File: src/rtl/kypd_pkg.sv
// Shared types, constants and bit-counting helpers for the keypad scanner.
package kypd_pkg;

   typedef enum logic [1:0] {
      DRIVE   = 2'd0,
      SAMPLE  = 2'd1,
      ADVANCE = 2'd2
   } scan_state_t;

   localparam int NUM_COLS = 4;
   localparam int NUM_ROWS = 4;

   // Key code for snapshot bit {col,row}: bit 4*col + row.
   localparam logic [3:0] KEY_MAP [16] = '{
      4'h1, 4'h4, 4'h7, 4'h0,
      4'h2, 4'h5, 4'h8, 4'hF,
      4'h3, 4'h6, 4'h9, 4'hE,
      4'hA, 4'hB, 4'hC, 4'hD
   };

   // Number of pressed keys in a 16-bit snapshot.
   function automatic logic [4:0] popcount16(input logic [15:0] v);
      logic [4:0] n;
      n = '0;
      for (int i = 0; i < 16; i++) begin
         n = n + {4'd0, v[i]};
      end
      return n;
   endfunction

   // Bit position of the set bit; meaningful only when exactly one bit is set.
   function automatic logic [3:0] onehot_idx16(input logic [15:0] v);
      logic [3:0] idx;
      idx = '0;
      for (int i = 0; i < 16; i++) begin
         if (v[i]) idx = 4'(i);
      end
      return idx;
   endfunction

endpackage

File: src/rtl/kypd_scan_ctrl_if.sv
// Key event handshake between the scanner (master) and the game logic (slave).
interface kypd_scan_ctrl_if;
   logic [3:0] key_code;
   logic       key_valid;
   logic       key_ready;

   modport master (output key_code, output key_valid, input key_ready);
   modport slave  (input key_code, input key_valid, output key_ready);
endinterface

File: src/rtl/kypd_event_fifo.sv
// Small show-ahead event FIFO; a push into a full FIFO with no pop is dropped and flagged.
module kypd_event_fifo #(
   parameter int DEPTH = 4,
   parameter int WIDTH = 4
) (
   input  logic             clk,
   input  logic             rst_n,
   input  logic             i_push,
   input  logic [WIDTH-1:0] i_data,
   input  logic             i_pop,
   output logic [WIDTH-1:0] o_data,
   output logic             o_empty,
   output logic             o_drop
);
   localparam int AW = $clog2(DEPTH);

   logic [AW:0]      r_wr_ptr;
   logic [AW:0]      r_rd_ptr;
   logic [WIDTH-1:0] r_mem [DEPTH];
   logic             w_full;
   logic             w_pop_ok;
   logic             w_push_ok;

   assign o_empty   = (r_wr_ptr == r_rd_ptr);
   assign w_full    = (r_wr_ptr[AW] != r_rd_ptr[AW]) && (r_wr_ptr[AW-1:0] == r_rd_ptr[AW-1:0]);
   // A pop on an empty FIFO is ignored; a pop on a full FIFO frees the slot for a same-cycle push.
   assign w_pop_ok  = i_pop && !o_empty;
   assign w_push_ok = i_push && (!w_full || w_pop_ok);
   assign o_drop    = i_push && !w_push_ok;
   // Head is forced to zero while empty so the output is clean after reset.
   assign o_data    = o_empty ? '0 : r_mem[r_rd_ptr[AW-1:0]];

   // Storage write; contents need no reset because the pointers qualify them.
   always_ff @(posedge clk) begin
      if (w_push_ok) r_mem[r_wr_ptr[AW-1:0]] <= i_data;
   end

   // Read/write pointer update.
   always_ff @(posedge clk or negedge rst_n) begin
      if (!rst_n) begin
         r_wr_ptr <= '0;
         r_rd_ptr <= '0;
      end else begin
         if (w_push_ok) r_wr_ptr <= r_wr_ptr + 1'b1;
         if (w_pop_ok)  r_rd_ptr <= r_rd_ptr + 1'b1;
      end
   end
endmodule

File: src/rtl/kypd_scan_ctrl.sv
// PmodKYPD column scanner: strobes columns, samples rows, debounces full scans
// and emits one key event per clean single-key press into an event FIFO.
module kypd_scan_ctrl
   import kypd_pkg::*;
#(
   parameter int SETTLE_CYCLES  = 100000,
   parameter int DEBOUNCE_SCANS = 3,
   parameter int FIFO_DEPTH     = 4
) (
   input  logic                   clk,
   input  logic                   rst_n,
   input  logic [NUM_ROWS-1:0]    row,
   output logic [NUM_COLS-1:0]    col,
   kypd_scan_ctrl_if.master       key_if,
   input  logic                   clr_ovf,
   output logic                   overflow
);
   localparam int               CNT_W    = (SETTLE_CYCLES > 1) ? $clog2(SETTLE_CYCLES) : 1;
   localparam logic [CNT_W-1:0] CNT_LAST = CNT_W'(SETTLE_CYCLES - 1);
   localparam logic [3:0]       DB_MAX   = 4'(DEBOUNCE_SCANS);
   localparam int               CIW      = $clog2(NUM_COLS);

   logic [NUM_ROWS-1:0] r_row_meta;
   logic [NUM_ROWS-1:0] r_row_sync;
   scan_state_t         r_state;
   scan_state_t         w_state_next;
   logic [CNT_W-1:0]    r_cnt;
   logic [CIW-1:0]      r_col_idx;
   logic [CIW-1:0]      w_col_idx_next;
   logic [NUM_COLS-1:0] r_col;
   logic [15:0]         r_snap;
   logic [15:0]         r_prev;
   logic [15:0]         r_stable;
   logic [3:0]          r_db_cnt;
   logic [3:0]          w_db_cnt_next;
   logic                r_pressed;
   logic                r_overflow;
   logic                w_snap_done;
   logic                w_match;
   logic                w_update;
   logic                w_push;
   logic [3:0]          w_push_code;
   logic                w_fifo_empty;
   logic                w_drop;

   assign col            = r_col;
   assign overflow       = r_overflow;
   assign w_col_idx_next = r_col_idx + 1'b1;

   // Two-flop synchroniser; rows idle high so reset to all ones (no key).
   always_ff @(posedge clk or negedge rst_n) begin
      if (!rst_n) begin
         r_row_meta <= '1;
         r_row_sync <= '1;
      end else begin
         r_row_meta <= row;
         r_row_sync <= r_row_meta;
      end
   end

   // Scan state register.
   always_ff @(posedge clk or negedge rst_n) begin
      if (!rst_n) r_state <= DRIVE;
      else        r_state <= w_state_next;
   end

   // Scan next-state: settle in DRIVE, then one SAMPLE and one ADVANCE cycle.
   always_comb begin
      w_state_next = r_state;
      case (r_state)
         DRIVE:   if (r_cnt == CNT_LAST) w_state_next = SAMPLE;
         SAMPLE:  w_state_next = ADVANCE;
         ADVANCE: w_state_next = DRIVE;
         default: w_state_next = DRIVE;
      endcase
   end

   // Settle counter, column drive and per-column snapshot capture.
   always_ff @(posedge clk or negedge rst_n) begin
      if (!rst_n) begin
         r_cnt     <= '0;
         r_col_idx <= '0;
         r_col     <= 4'b1110;
         r_snap    <= '0;
      end else begin
         if (r_state == DRIVE && r_cnt != CNT_LAST) r_cnt <= r_cnt + 1'b1;
         else                                       r_cnt <= '0;
         if (r_state == SAMPLE) r_snap[{r_col_idx, 2'b00} +: 4] <= ~r_row_sync;
         if (r_state == ADVANCE) begin
            r_col_idx <= w_col_idx_next;
            r_col     <= ~(4'b0001 << w_col_idx_next);
         end
      end
   end

   // A full scan completes on the ADVANCE out of the last column.
   assign w_snap_done   = (r_state == ADVANCE) && (r_col_idx == CIW'(NUM_COLS - 1));
   assign w_match       = (r_snap == r_prev);
   assign w_db_cnt_next = !w_match ? 4'd1 : ((r_db_cnt >= DB_MAX) ? DB_MAX : r_db_cnt + 4'd1);
   // Stable state is taken only when the run of identical scans first hits the threshold.
   assign w_update      = w_snap_done && (w_db_cnt_next == DB_MAX) && (!w_match || r_db_cnt != DB_MAX);
   // Emit only on none -> single key while released; multi-key states never emit.
   assign w_push        = w_update && (popcount16(r_snap) == 5'd1) && (r_stable == '0) && !r_pressed;
   assign w_push_code   = KEY_MAP[onehot_idx16(r_snap)];

   // Debounce history, stable state and press latch.
   always_ff @(posedge clk or negedge rst_n) begin
      if (!rst_n) begin
         r_prev    <= '0;
         r_db_cnt  <= '0;
         r_stable  <= '0;
         r_pressed <= 1'b0;
      end else if (w_snap_done) begin
         r_prev   <= r_snap;
         r_db_cnt <= w_db_cnt_next;
         if (w_update) begin
            r_stable  <= r_snap;
            r_pressed <= (r_snap != '0);
         end
      end
   end

   // Sticky overflow; a drop wins over a same-cycle clear.
   always_ff @(posedge clk or negedge rst_n) begin
      if (!rst_n)       r_overflow <= 1'b0;
      else if (w_drop)  r_overflow <= 1'b1;
      else if (clr_ovf) r_overflow <= 1'b0;
   end

   kypd_event_fifo #(
      .DEPTH (FIFO_DEPTH),
      .WIDTH (4)
   ) u_fifo (
      .clk     (clk),
      .rst_n   (rst_n),
      .i_push  (w_push),
      .i_data  (w_push_code),
      .i_pop   (key_if.key_ready),
      .o_data  (key_if.key_code),
      .o_empty (w_fifo_empty),
      .o_drop  (w_drop)
   );

   assign key_if.key_valid = ~w_fifo_empty;
endmodule

File: src/flat_wrapper.sv
// flat-port wrapper written by rule: the top's interface ports become plain ports
module kypd_scan_ctrl_flat import kypd_pkg::*;
#(
   parameter int SETTLE_CYCLES  = 100000,
   parameter int DEBOUNCE_SCANS = 3,
   parameter int FIFO_DEPTH     = 4
)
  (clk, rst_n, row, col, clr_ovf, overflow, key_if_key_code, key_if_key_valid, key_if_key_ready);
  kypd_scan_ctrl_if key_if_i ();
  input  logic clk;
  input  logic rst_n;
  input  logic [NUM_ROWS-1:0] row;
  output logic [NUM_COLS-1:0] col;
  input  logic clr_ovf;
  output logic overflow;
  output wire logic [$bits(key_if_i.key_code)-1:0] key_if_key_code;
  output wire logic [$bits(key_if_i.key_valid)-1:0] key_if_key_valid;
  input wire logic [$bits(key_if_i.key_ready)-1:0] key_if_key_ready;
  assign key_if_key_code = key_if_i.key_code;
  assign key_if_key_valid = key_if_i.key_valid;
  assign key_if_i.key_ready = key_if_key_ready;
  kypd_scan_ctrl #(.SETTLE_CYCLES(SETTLE_CYCLES), .DEBOUNCE_SCANS(DEBOUNCE_SCANS), .FIFO_DEPTH(FIFO_DEPTH)) u_core (.clk(clk), .rst_n(rst_n), .row(row), .col(col), .key_if(key_if_i), .clr_ovf(clr_ovf), .overflow(overflow));
endmodule
File: config.mk
export PLATFORM = sky130hd
export DESIGN_NAME = kypd_scan_ctrl_flat
export DESIGN_NICKNAME = d
export VERILOG_FILES = /design/src/rtl/kypd_pkg.sv /design/src/rtl/kypd_scan_ctrl_if.sv /design/src/rtl/kypd_event_fifo.sv /design/src/rtl/kypd_scan_ctrl.sv /design/src/flat_wrapper.sv
export SDC_FILE = /design/constraint.sdc
export NUM_CORES = 1
export LEC_CHECK = 0
export CORE_MARGIN = 5
export CORE_UTILIZATION = 55
export CTS_CLUSTER_SIZE = 28
export DETAILED_ROUTE_END_ITERATION = 12
export PLACE_DENSITY = 0.87
export SKIP_LAST_GASP = 1
export SLEW_MARGIN = 20
export SYNTH_ARGS = -nofsm -noshare
export SYNTH_HDL_FRONTEND = slang
export SYNTH_SLANG_ARGS = --single-unit
export TNS_END_PERCENT = 10
File: constraint.sdc
create_clock -name clk -period 4.5 [get_ports clk]
set_input_delay 0.9 -clock clk [delete_from_list [all_inputs] [get_ports clk]]
set_output_delay 0.9 -clock clk [all_outputs]
set_load 0.01 [all_outputs]
==> out/qor.yml <==
timing:
  hold_viol: 0
  tightest_slew_ps: 934
  fmax_ghz: 0.204
  setup_viol: 20
  slew_violations: 0
  rsz0062_at_grt: "yes"
  fin_hold_ws_ps: 357
  timing.final.ws_setup_ps: -401
  setup_tns_ps: -7040
  clock-skew-final_ps: 19.0
  relSlewSlack_pct: 36.9
  min_period_ps: 4900
  fin_crit_sh_pct: 109
layout:
  final_core_util_pct: 61.6
  drive_above_1_share_pct: 19.4
  area_growth_pct: 11.2
  final_nets: 530
  fin_cells: 629
  diodes: 0
  final_cell_area_sq_um: 5940
grt:
  overflow: 0
  grtUsageMet3_pct: 2.81
  grt_busiest_layer: "met2"
  grt_pass1_vias: 3790
  grtUsageMet2_pct: 35.6
  grt_max_degree: 74
  grtUsageMet1_pct: 23.4
  antenna_found_initial: 0
  grt_usage_pct: 19.8
  grt_pass1_wl_um: 18200
floorplan:
  ioPinCount: 18
  core_sq_um: 9640
  start_util_pct: 55.4
  die_w_um: 109
  die_y_um: 109
  core.rowCount: 36
  die_area_sq_um: 11800
route:
  ant_nets: 0
  vias: 3533
  drt_wl_total_um: 10600
  wl_per_cell_um: 16.8
  drtPass1Iterations: 4
  vias_per_cell: 5.62
  drtIter0Drc: 243
  drc_errors: 0
logic_synthesis:
  syn_area_per_cell_sq_um: 11.6
  async_flop_share_pct: 85.3
  synth_edf_count: 16
  yosysSeqAreaShare_pct: 52.8
  netlist_instances: 460
  synth_area_leaders: "dfrtp_1 (38%), edfxtp_1 (9.0%), dfstp_2 (5.4%)"
  yosysWarningCount: 0
  synth_top_area_cell: "dfrtp_1"
  syn_nets: 499
  ys.flop_type: "dfrtp_1"
  ys_ff_latch: 109
  synth_area_sq_um: 5340
  yosysTopAreaCellShare_pct: 38.4
  synthDistinctLibCells: 46
worst_setup_path:
  cp.required_ps: 4590
  cp-start-kind: "flop"
  path_common_cell: "fa_1"
  crit_arrival_ps: 4990
  r2r_start: "u_core.r_snap[1]$_DFFE_PN0P_"
  slowest_delay_ps: 510
  cp-end-kind: "flop"
  worstSetupPathType: "reg2reg"
  cp_slowest_cell: "fa_2"
  crit_family: "adder cells"
  cp-startpoint: "u_core.r_snap[1]$_DFFE_PN0P_"
  cp_max_fo: 5
  crit_chain: "inv_2 > ha_4 > inv_2 > fa_1 > inv_1 > fa_1 > fa_1 > inv_1 > fa_1 > inv_1 > fa_2 > or4b_4 > nor4_2 > and4_1 > and3_4 > and2_4"
  cp.buffers_inverters: 5
clock_network:
  cts_buffer_depth: 2
  hold_buffers: 0
  clkSinkCount: 109
  htreeDepth: 3
  cts_made_buffers: 9
  cts_tree: "yes"
  clockRootBuffer: "clkbuf_8"
  clk_latency_ps: 380
  cts.clk_slew.worst_paths_ps: 100
placed_design:
  placed_cells: 609
  gp_congestion: 0.891
  dpl.hpwl_um: 7890
  post-place-ws_ps: -524
  io_buffers: 17
  dpl-instance-area_sq_um: 5700
power:
  cellPowerDensity_nw_per_um2: 288
  p_total_mw: 1.71
  peakVddDrop_mv: 0.180
  leakage_nw: 2.73
hold_path:
  hold_start: "u_core.r_row_meta[0]$_DFF_PN1_"
  hold_class: "reg2reg"
outcome:
  outcome: "finished with violations"
  violations: "setup timing"
run:
  maxCapViolCount: 0
layout make-up:
cell class                 count  area, sq um
sequential                   109         2820
clock inverter                 7         55.1
multi-input combinational    303         2340
timing repair buffer          35          303
clock buffer                   9          124
inverter                      33          124
fill                         777         3700
tap                          133          166
synth_stat cells (all sizes together), types with 14 or more instances:
master and instances:
o21ai 38, nor4 14, xnor2 15, ha 21
inv 33, dfrtp 82, nor2 26, nand2 47
edfxtp 16, xor2 21, mux2 26
final timing paths:
path                                                        to  slack, ps  depth (start not counted)
hold / removal                  u_core.r_row_sync[0]$_DFF_PN1_        360                          0
setup / recovery           u_core.u_fifo.r_mem[1][3]$_DFFE_PP_       -400                         16
max in group asynchronous       u_core.r_stable[5]$_DFFE_PN0P_       3010                          2
min in group asynchronous            u_core.r_cnt[6]$_DFF_PN0_        660                          1
setup reg to reg           u_core.u_fifo.r_mem[1][3]$_DFFE_PP_       -400                         16
hold reg to reg                 u_core.r_row_sync[0]$_DFF_PN1_        360                          0
power breakdown:
group	switching, mW	total [mW]	internal (mW)	leakage (nW)
Combinational	0.0504	0.112	0.0621	1.24
Clock	0.340	0.549	0.209	0.0901
Sequential	0.0332	1.05	1.02	1.40
Total	0.423	1.71	1.29	2.73
sequential cells by signal, indices dropped and copies added, names as in the netlist:
register and count:
u_core.r_col_idx 2, u_core.r_cnt 17, u_core.r_row_meta 4, u_core.r_row_sync 4, u_core.r_stable 16, u_core.r_db_cnt 4
u_core.r_prev 16, u_core.r_pressed 1, u_core.overflow 1, u_core.u_fifo.r_rd_ptr 3, u_core.r_snap 16, u_core.u_fifo.r_wr_ptr 3
u_core.col 4, u_core.r_state 2, u_core.u_fifo.r_mem 16
layout by cell type (no fill, tap or decap), types with 3 or more instances in the layout:
master	synthesis	routed
mux4_2	4	4
edfxtp_1	16	16
fa_1	10	9
and2_4	0	3
dfrtp_1	82	82
a21oi_1	9	9
dfstp_2	11	11
xnor2_1	15	15
inv_2	0	3
buf_4	0	19
or3_1	4	4
nor4_2	2	4
mux2_2	16	16
clkdlybuf4s50_1	0	16
nor2b_1	5	5
ha_1	21	20
nand3_1	10	10
nand2_1	47	47
nor4_1	11	9
o21ai_0	38	38
nand2b_1	3	3
mux2_4	10	10
inv_1	33	30
and3_1	3	3
clkbuf_8	0	9
nor2_1	26	26
xor2_1	21	21
nor3_1	11	11
or4b_2	4	3
nand4_1	6	6
metal layers:
| metal | vias up | wire length (um) |
|---|---|---|
| li1 | 1650 | - |
| met1 | 1771 | 4290 |
| met2 | 81 | 5650 |
| met3 | 31 | 293 |
| met4 | 0 | 334 |
| met5 | - | 0 |
repair_timing:
| item | in CTS | in global routing |
|---|---|---|
| endpoints found under the setup margin | 20 | 20 |
| resized for setup | 3 | 3 |
| pin swaps | 4 | 2 |
| hold endpoints to repair | 0 | 0 |
| gates cloned | 0 | 0 |
| setup buffers | 2 | 1 |
kinds of logic after synthesis:
kind of cell / after synthesis / synth area share, %
mux: 32 / 8.25
xor+xnor: 36 / 5.90
fa+ha+maj: 31 / 8.67
buf+inv: 48 / 4.08
compound gates: 56 / 5.65
flops: 109 / 52.8
simple gates: 148 / 14.6
No activity file was read; power rests on OpenSTA's default activity.
